## src/rtl/rle_row_compressor.sv

```systemverilog
// rle_row_compressor: per-lane run-length encoder over one row of pixel beats.
// Latency: a run leaves as a token the cycle after the beat that breaks it, or during the row-end flush.
// Backpressure: input stalls (o_in_ready=0) whenever any token is pending; tokens hold steady until i_out_ready.
//
// Ports:
//   CLK, RST           clock, synchronous active-high reset
//   i_pixel/i_valid    input beat, lane k = i_pixel[k*ChannelWidth +: ChannelWidth]
//   o_in_ready         beat accepted when i_valid && o_in_ready
//   o_valid/i_out_ready token handshake; token = {o_channel, o_value, o_count}
//   o_last             marks the final token of a row
//   o_row_done         one-cycle pulse once the whole row has been emitted
module rle_row_compressor #(
  parameter int NumChannels   = 2,
  parameter int ChannelWidth  = 8,
  parameter int RowPixelWidth = 640,
  parameter int CountWidth    = 8,
  localparam int ChIdxWidth   = (NumChannels > 1) ? $clog2(NumChannels) : 1
) (
  input  logic                                CLK,
  input  logic                                RST,
  input  logic [NumChannels*ChannelWidth-1:0] i_pixel,
  input  logic                                i_valid,
  output logic                                o_in_ready,
  output logic                                o_valid,
  input  logic                                i_out_ready,
  output logic [ChIdxWidth-1:0]               o_channel,
  output logic [ChannelWidth-1:0]             o_value,
  output logic [CountWidth-1:0]               o_count,
  output logic                                o_last,
  output logic                                o_row_done
);

  localparam int PixCntWidth = (RowPixelWidth > 1) ? $clog2(RowPixelWidth) : 1;
  localparam logic [CountWidth-1:0]  MaxRun  = {CountWidth{1'b1}};
  localparam logic [PixCntWidth-1:0] LastPix = PixCntWidth'(RowPixelWidth - 1);

  typedef enum logic {ACCEPT, FLUSH} state_e;

  state_e                   state_q, state_d;
  logic [PixCntWidth-1:0]   pix_cnt_q, pix_cnt_d;
  logic [ChannelWidth-1:0]  run_val_q  [NumChannels];
  logic [ChannelWidth-1:0]  run_val_d  [NumChannels];
  logic [CountWidth-1:0]    run_cnt_q  [NumChannels];
  logic [CountWidth-1:0]    run_cnt_d  [NumChannels];
  logic [NumChannels-1:0]   pend_vld_q, pend_vld_d;
  logic [ChannelWidth-1:0]  pend_val_q [NumChannels];
  logic [ChannelWidth-1:0]  pend_val_d [NumChannels];
  logic [CountWidth-1:0]    pend_cnt_q [NumChannels];
  logic [CountWidth-1:0]    pend_cnt_d [NumChannels];

  logic                     any_pend, any_run, single_pend;
  logic                     in_fire, out_fire;
  logic [ChIdxWidth-1:0]    sel_idx;
  logic [ChannelWidth-1:0]  lane;

  always_comb begin
    any_run = 1'b0;
    for (int k = 0; k < NumChannels; k++) begin
      if (run_cnt_q[k] != '0) any_run = 1'b1;
    end
  end

  // Lowest-index occupied slot wins; scanning downward leaves the lowest hit.
  always_comb begin
    sel_idx = '0;
    for (int k = NumChannels - 1; k >= 0; k--) begin
      if (pend_vld_q[k]) sel_idx = ChIdxWidth'(k);
    end
  end

  assign any_pend    = |pend_vld_q;
  // Clearing the lowest set bit leaves zero only when at most one slot is occupied.
  assign single_pend = (pend_vld_q & (pend_vld_q - NumChannels'(1))) == '0;

  // Outputs are forced quiet while reset is asserted, whatever the stored state.
  assign o_valid    = !RST && any_pend;
  assign o_in_ready = !RST && (state_q == ACCEPT) && !any_pend;
  assign o_channel  = o_valid ? sel_idx : '0;
  assign o_value    = o_valid ? pend_val_q[sel_idx] : '0;
  assign o_count    = o_valid ? pend_cnt_q[sel_idx] : '0;
  assign o_last     = o_valid && (state_q == FLUSH) && single_pend && !any_run;
  assign o_row_done = !RST && (state_q == FLUSH) && !any_pend && !any_run;

  assign in_fire  = i_valid && o_in_ready;
  assign out_fire = o_valid && i_out_ready;

  always_comb begin
    state_d    = state_q;
    pix_cnt_d  = pix_cnt_q;
    run_val_d  = run_val_q;
    run_cnt_d  = run_cnt_q;
    pend_vld_d = pend_vld_q;
    pend_val_d = pend_val_q;
    pend_cnt_d = pend_cnt_q;
    lane       = '0;

    if (out_fire) pend_vld_d[sel_idx] = 1'b0;

    // Slots are only loaded while all are empty, so a load never meets a drain.
    case (state_q)
      ACCEPT: begin
        if (in_fire) begin
          for (int k = 0; k < NumChannels; k++) begin
            lane = i_pixel[k*ChannelWidth +: ChannelWidth];
            if (run_cnt_q[k] == '0) begin
              run_val_d[k] = lane;
              run_cnt_d[k] = CountWidth'(1);
            end else if (lane == run_val_q[k] && run_cnt_q[k] != MaxRun) begin
              run_cnt_d[k] = run_cnt_q[k] + CountWidth'(1);
            end else begin
              // Value change or saturated counter: retire the run, start afresh.
              pend_vld_d[k] = 1'b1;
              pend_val_d[k] = run_val_q[k];
              pend_cnt_d[k] = run_cnt_q[k];
              run_val_d[k]  = lane;
              run_cnt_d[k]  = CountWidth'(1);
            end
          end
          if (pix_cnt_q == LastPix) begin
            pix_cnt_d = '0;
            state_d   = FLUSH;
          end else begin
            pix_cnt_d = pix_cnt_q + PixCntWidth'(1);
          end
        end
      end
      FLUSH: begin
        if (!any_pend) begin
          if (any_run) begin
            for (int k = 0; k < NumChannels; k++) begin
              if (run_cnt_q[k] != '0) begin
                pend_vld_d[k] = 1'b1;
                pend_val_d[k] = run_val_q[k];
                pend_cnt_d[k] = run_cnt_q[k];
                run_cnt_d[k]  = '0;
              end
            end
          end else begin
            state_d = ACCEPT;
          end
        end
      end
      default: state_d = ACCEPT;
    endcase
  end

  always_ff @(posedge CLK) begin
    if (RST) begin
      state_q    <= ACCEPT;
      pix_cnt_q  <= '0;
      pend_vld_q <= '0;
      for (int k = 0; k < NumChannels; k++) begin
        run_val_q[k]  <= '0;
        run_cnt_q[k]  <= '0;
        pend_val_q[k] <= '0;
        pend_cnt_q[k] <= '0;
      end
    end else begin
      state_q    <= state_d;
      pix_cnt_q  <= pix_cnt_d;
      pend_vld_q <= pend_vld_d;
      run_val_q  <= run_val_d;
      run_cnt_q  <= run_cnt_d;
      pend_val_q <= pend_val_d;
      pend_cnt_q <= pend_cnt_d;
    end
  end

endmodule
```

## config.mk

```make
export PLATFORM = sky130hd
export DESIGN_NAME = rle_row_compressor
export DESIGN_NICKNAME = d
export VERILOG_FILES = /design/src/rtl/rle_row_compressor.sv
export SDC_FILE = /design/constraint.sdc
export NUM_CORES = 1
export LEC_CHECK = 0
export ABC_AREA = 0
export CAP_MARGIN = 20
export CORE_UTILIZATION = 57
export DETAILED_ROUTE_END_ITERATION = 16
export GPL_TIMING_DRIVEN = 1
export PLACE_DENSITY = 0.88
export SLEW_MARGIN = 15
export SYNTH_ARGS = -nofsm -noshare
export SYNTH_HDL_FRONTEND = slang
export SYNTH_SLANG_ARGS = --single-unit
export TNS_END_PERCENT = 30
```

## constraint.sdc

```tcl
create_clock -name CLK -period 2.7 [get_ports CLK]
set_clock_uncertainty 0.05 [all_clocks]
set_input_delay 0.54 -clock CLK [delete_from_list [all_inputs] [get_ports CLK]]
set_output_delay 0.54 -clock CLK [all_outputs]
set_load 0.005 [all_outputs]
```

==> results of run 1 <==
-- worst paths after layout --
path                     start       endpoint  slack, ps  depth (start not counted)
setup / recovery  run_cnt_q[8]     o_row_done        -80                          8
hold / removal    pix_cnt_q[1]   pix_cnt_q[1]        420                          2
setup reg to reg  run_cnt_q[0]  pend_val_q[6]        530                          8
hold reg to reg   pix_cnt_q[1]   pix_cnt_q[1]        420                          2
-- sequential cells by signal (all words and copies together), names as in the netlist --
register,cells
pend_cnt_q,16
pend_val_q,16
run_cnt_q,16
run_val_q,16
pix_cnt_q,10
pend_vld_q,2
state_q,1
-- cell usage after synthesis, types with 4 or more instances --
| library cell | count | area, um2 |
|---|---|---|
| mux2i_1 | 48 | 480 |
| nand2_1 | 30 | 113 |
| nand2b_1 | 45 | 282 |
| nand4_1 | 9 | 56.3 |
| nor3b_1 | 13 | 97.6 |
| buf_1 | 7 | 26.3 |
| xor2_1 | 31 | 272 |
| xnor2_1 | 5 | 43.8 |
| inv_1 | 21 | 78.8 |
| ha_1 | 5 | 62.6 |
| dfxtp_1 | 77 | 1540 |
| nand3_1 | 11 | 55.1 |
| a21oi_1 | 23 | 115 |
| nor4_1 | 5 | 31.3 |
| or4_1 | 4 | 30.0 |
| nor2_1 | 48 | 180 |
| or2b_2 | 9 | 78.8 |
| nor3_1 | 5 | 25.0 |
| buf_2 | 5 | 25.0 |
| clkbuf_1 | 10 | 37.5 |
| or2b_1 | 11 | 82.6 |
-- layout make-up --
type | instances | area, um2
Clock inverter | 5 | 60.1
Inverter | 21 | 81.3
Tap cell | 96 | 120
Clock buffer | 11 | 141
Timing Repair Buffer | 67 | 588
Sequential cell | 77 | 1550
Multi-Input combinational cell | 338 | 2330
Fill cell | 535 | 1960
-- per-layer routing --
| layer | track usage (%) | vias to the layer above | wire length [um] |
|---|---|---|---|
| met5 | 0 | - | 0 |
| met4 | 10.9 | 0 | 159 |
| met3 | 5.24 | 18 | 413 |
| met2 | 43.1 | 103 | 4290 |
| met1 | 30.2 | 1556 | 3920 |
| li1 | - | 1654 | - |
-- critical path, stage by stage, from the launching register on --
cell	delay, ps
dfxtp_2	330
inv_2	80
ha_4	120
or4b_4	460
nor4_4	170
nand4b_1	210
buf_4	200
nor3_2	140
buf_2	130
-- per-stage QoR --
step                      TNS (ps)  worst slack (ps)
after floorplan                  0               421
after global routing          -305              -191
after CTS                     -201              -137
after global placement           0              79.2
final                        -79.7             -79.7
after detailed placement     -14.3             -14.3
-- repair_timing --
item                                    CTS  global route
endpoints found under the hold margin     0             0
pin swaps                                 4             2
endpoints found under the setup margin    2            20
resized for setup                        15             6
setup buffers                             3             0
-- power groups by stage --
stage	logic, mW	registers (mW)	clock network, mW
after floorplan	0.164	1.21	0
after global placement	0.237	1.21	0
after detailed placement	0.244	1.22	0
after CTS	0.250	1.19	0.892
after global routing	0.276	1.19	0.939
final	0.251	1.19	0.891
-- cell families (layout without fill, tap and decap cells) --
group | count (synthesis) | count (layout) | share of synthesized area [%]
compound gates | 44 | 44 | 6.60
xor+xnor | 36 | 36 | 7.74
fa+ha+maj | 5 | 5 | 1.54
buf+inv | 47 | 104 | 5.40
flops | 77 | 77 | 37.8
mux | 48 | 48 | 11.8
simple gates | 205 | 205 | 29.1
==> run summary, run 1 <==
status - finished, violations left
violated checks - setup timing
final worst path period share - 103%
Seq/Total Area, Yosys - 37.8%
Diodes inserted - 0
P&R area growth vs syn - 19.6%
LEAKAGE - 1.93 nW
GRT Total Usage - 25.0%
Clock power frac - 38.2%
Reg power frac - 51.0%
Synth warnings - 0
most frequent cells in the layout - dfxtp_1 (73), nor2_1 (48), mux2i_1 (48)
hold_ws - 423 ps
largest net degree at the start of global routing - 33
CTS tree - yes
Power Total - 2.33 mW
# hold bufs at CTS - 0
worst setup margin - -79.7 ps
crit end category - output port
Post-synth top flop - dfxtp_1
Final Non-Filler Cells - 615
Worst Tran Pin Value - 596 ps
drt first pass iters - 5
via count - 3331
Crit path arrival time - 2190 ps
Via density - 5.42
Port-buffer cells - 40
CTS max path bufs - 2
Mapped Area - 0.00408 mm2
RSZ-0062 raised after global routing - true
Mapped Nets - 487
total CTS buffers - 9
Post-synth EDFFs - 0
core area - 0.00683 mm2
htree depth - 3
clk_lat worst skew - 350 ps
Cells after Synth - 462
Final setup viols - 1
Inst Count DP - 596
layout cells sized above 1 - 14.6%
Distinct cells, synth - 49
drt total wl - 8780 um
finished layout cell area - 0.00487 mm2
Die Span Y - 86.6 um
#FFs+latches synth - 77
vias in the first global route - 3301
Finished Core Util - 71.3%
Cell Pwr Density - 479 mW/mm2
Int Pwr - 1.74 mW
FMAX - 360 MHz
overflow left after global routing - 0
Max-slew headroom - 60.2%
mean routed wirelength per cell - 14.3 um
antenna viol nets, final - 0
Initial Util - 59.7%
Worst Path Required - 2110 ps
sw frac - 25.2%
Root Buffer - clkbuf_8
Setup Crit Path Kind - register to output port
CTS clk-pin slew, worst paths - 80 ps
full die area - 0.00749 mm2
drt initial violations - 199
Ports - 41
GPL Wtd Cong - 0.894
max_cap viols - 0
chip width - 86.6 um
CP Launch Type - register
worst min path class - register to register
Row Count - 30
first-pass GRT wire length - 14600 um
CTS Sinks - 77
combinational power share - 10.7%
initial antenna violation count - 0
DRC viols - 0
Final min period - 2780 ps
commonest non-fill, non-tap cell in the layout - dfxtp_1
post-detail-place hpwl - 6230 um
Avg Inst Size Synth - 8.82 um2
crit path max fanout - 2
placed cell areas - 0.00463 mm2
Slew Viols, Final - 0
Fin. Hold Viols - 0
FFs w/ async S/R, synth - 0%
worst vdd ir - 0.000320 V
Switching Power - 0.588 mW
Final #Nets - 539
No activity file was read; power rests on OpenSTA's default activity.
==> inputs of run 2 (changes only) <==
CAP_MARGIN = 40   (was 20)
==> results of run 2 <==
No change in the layout: final DEF, timing and power equal those of run 1.
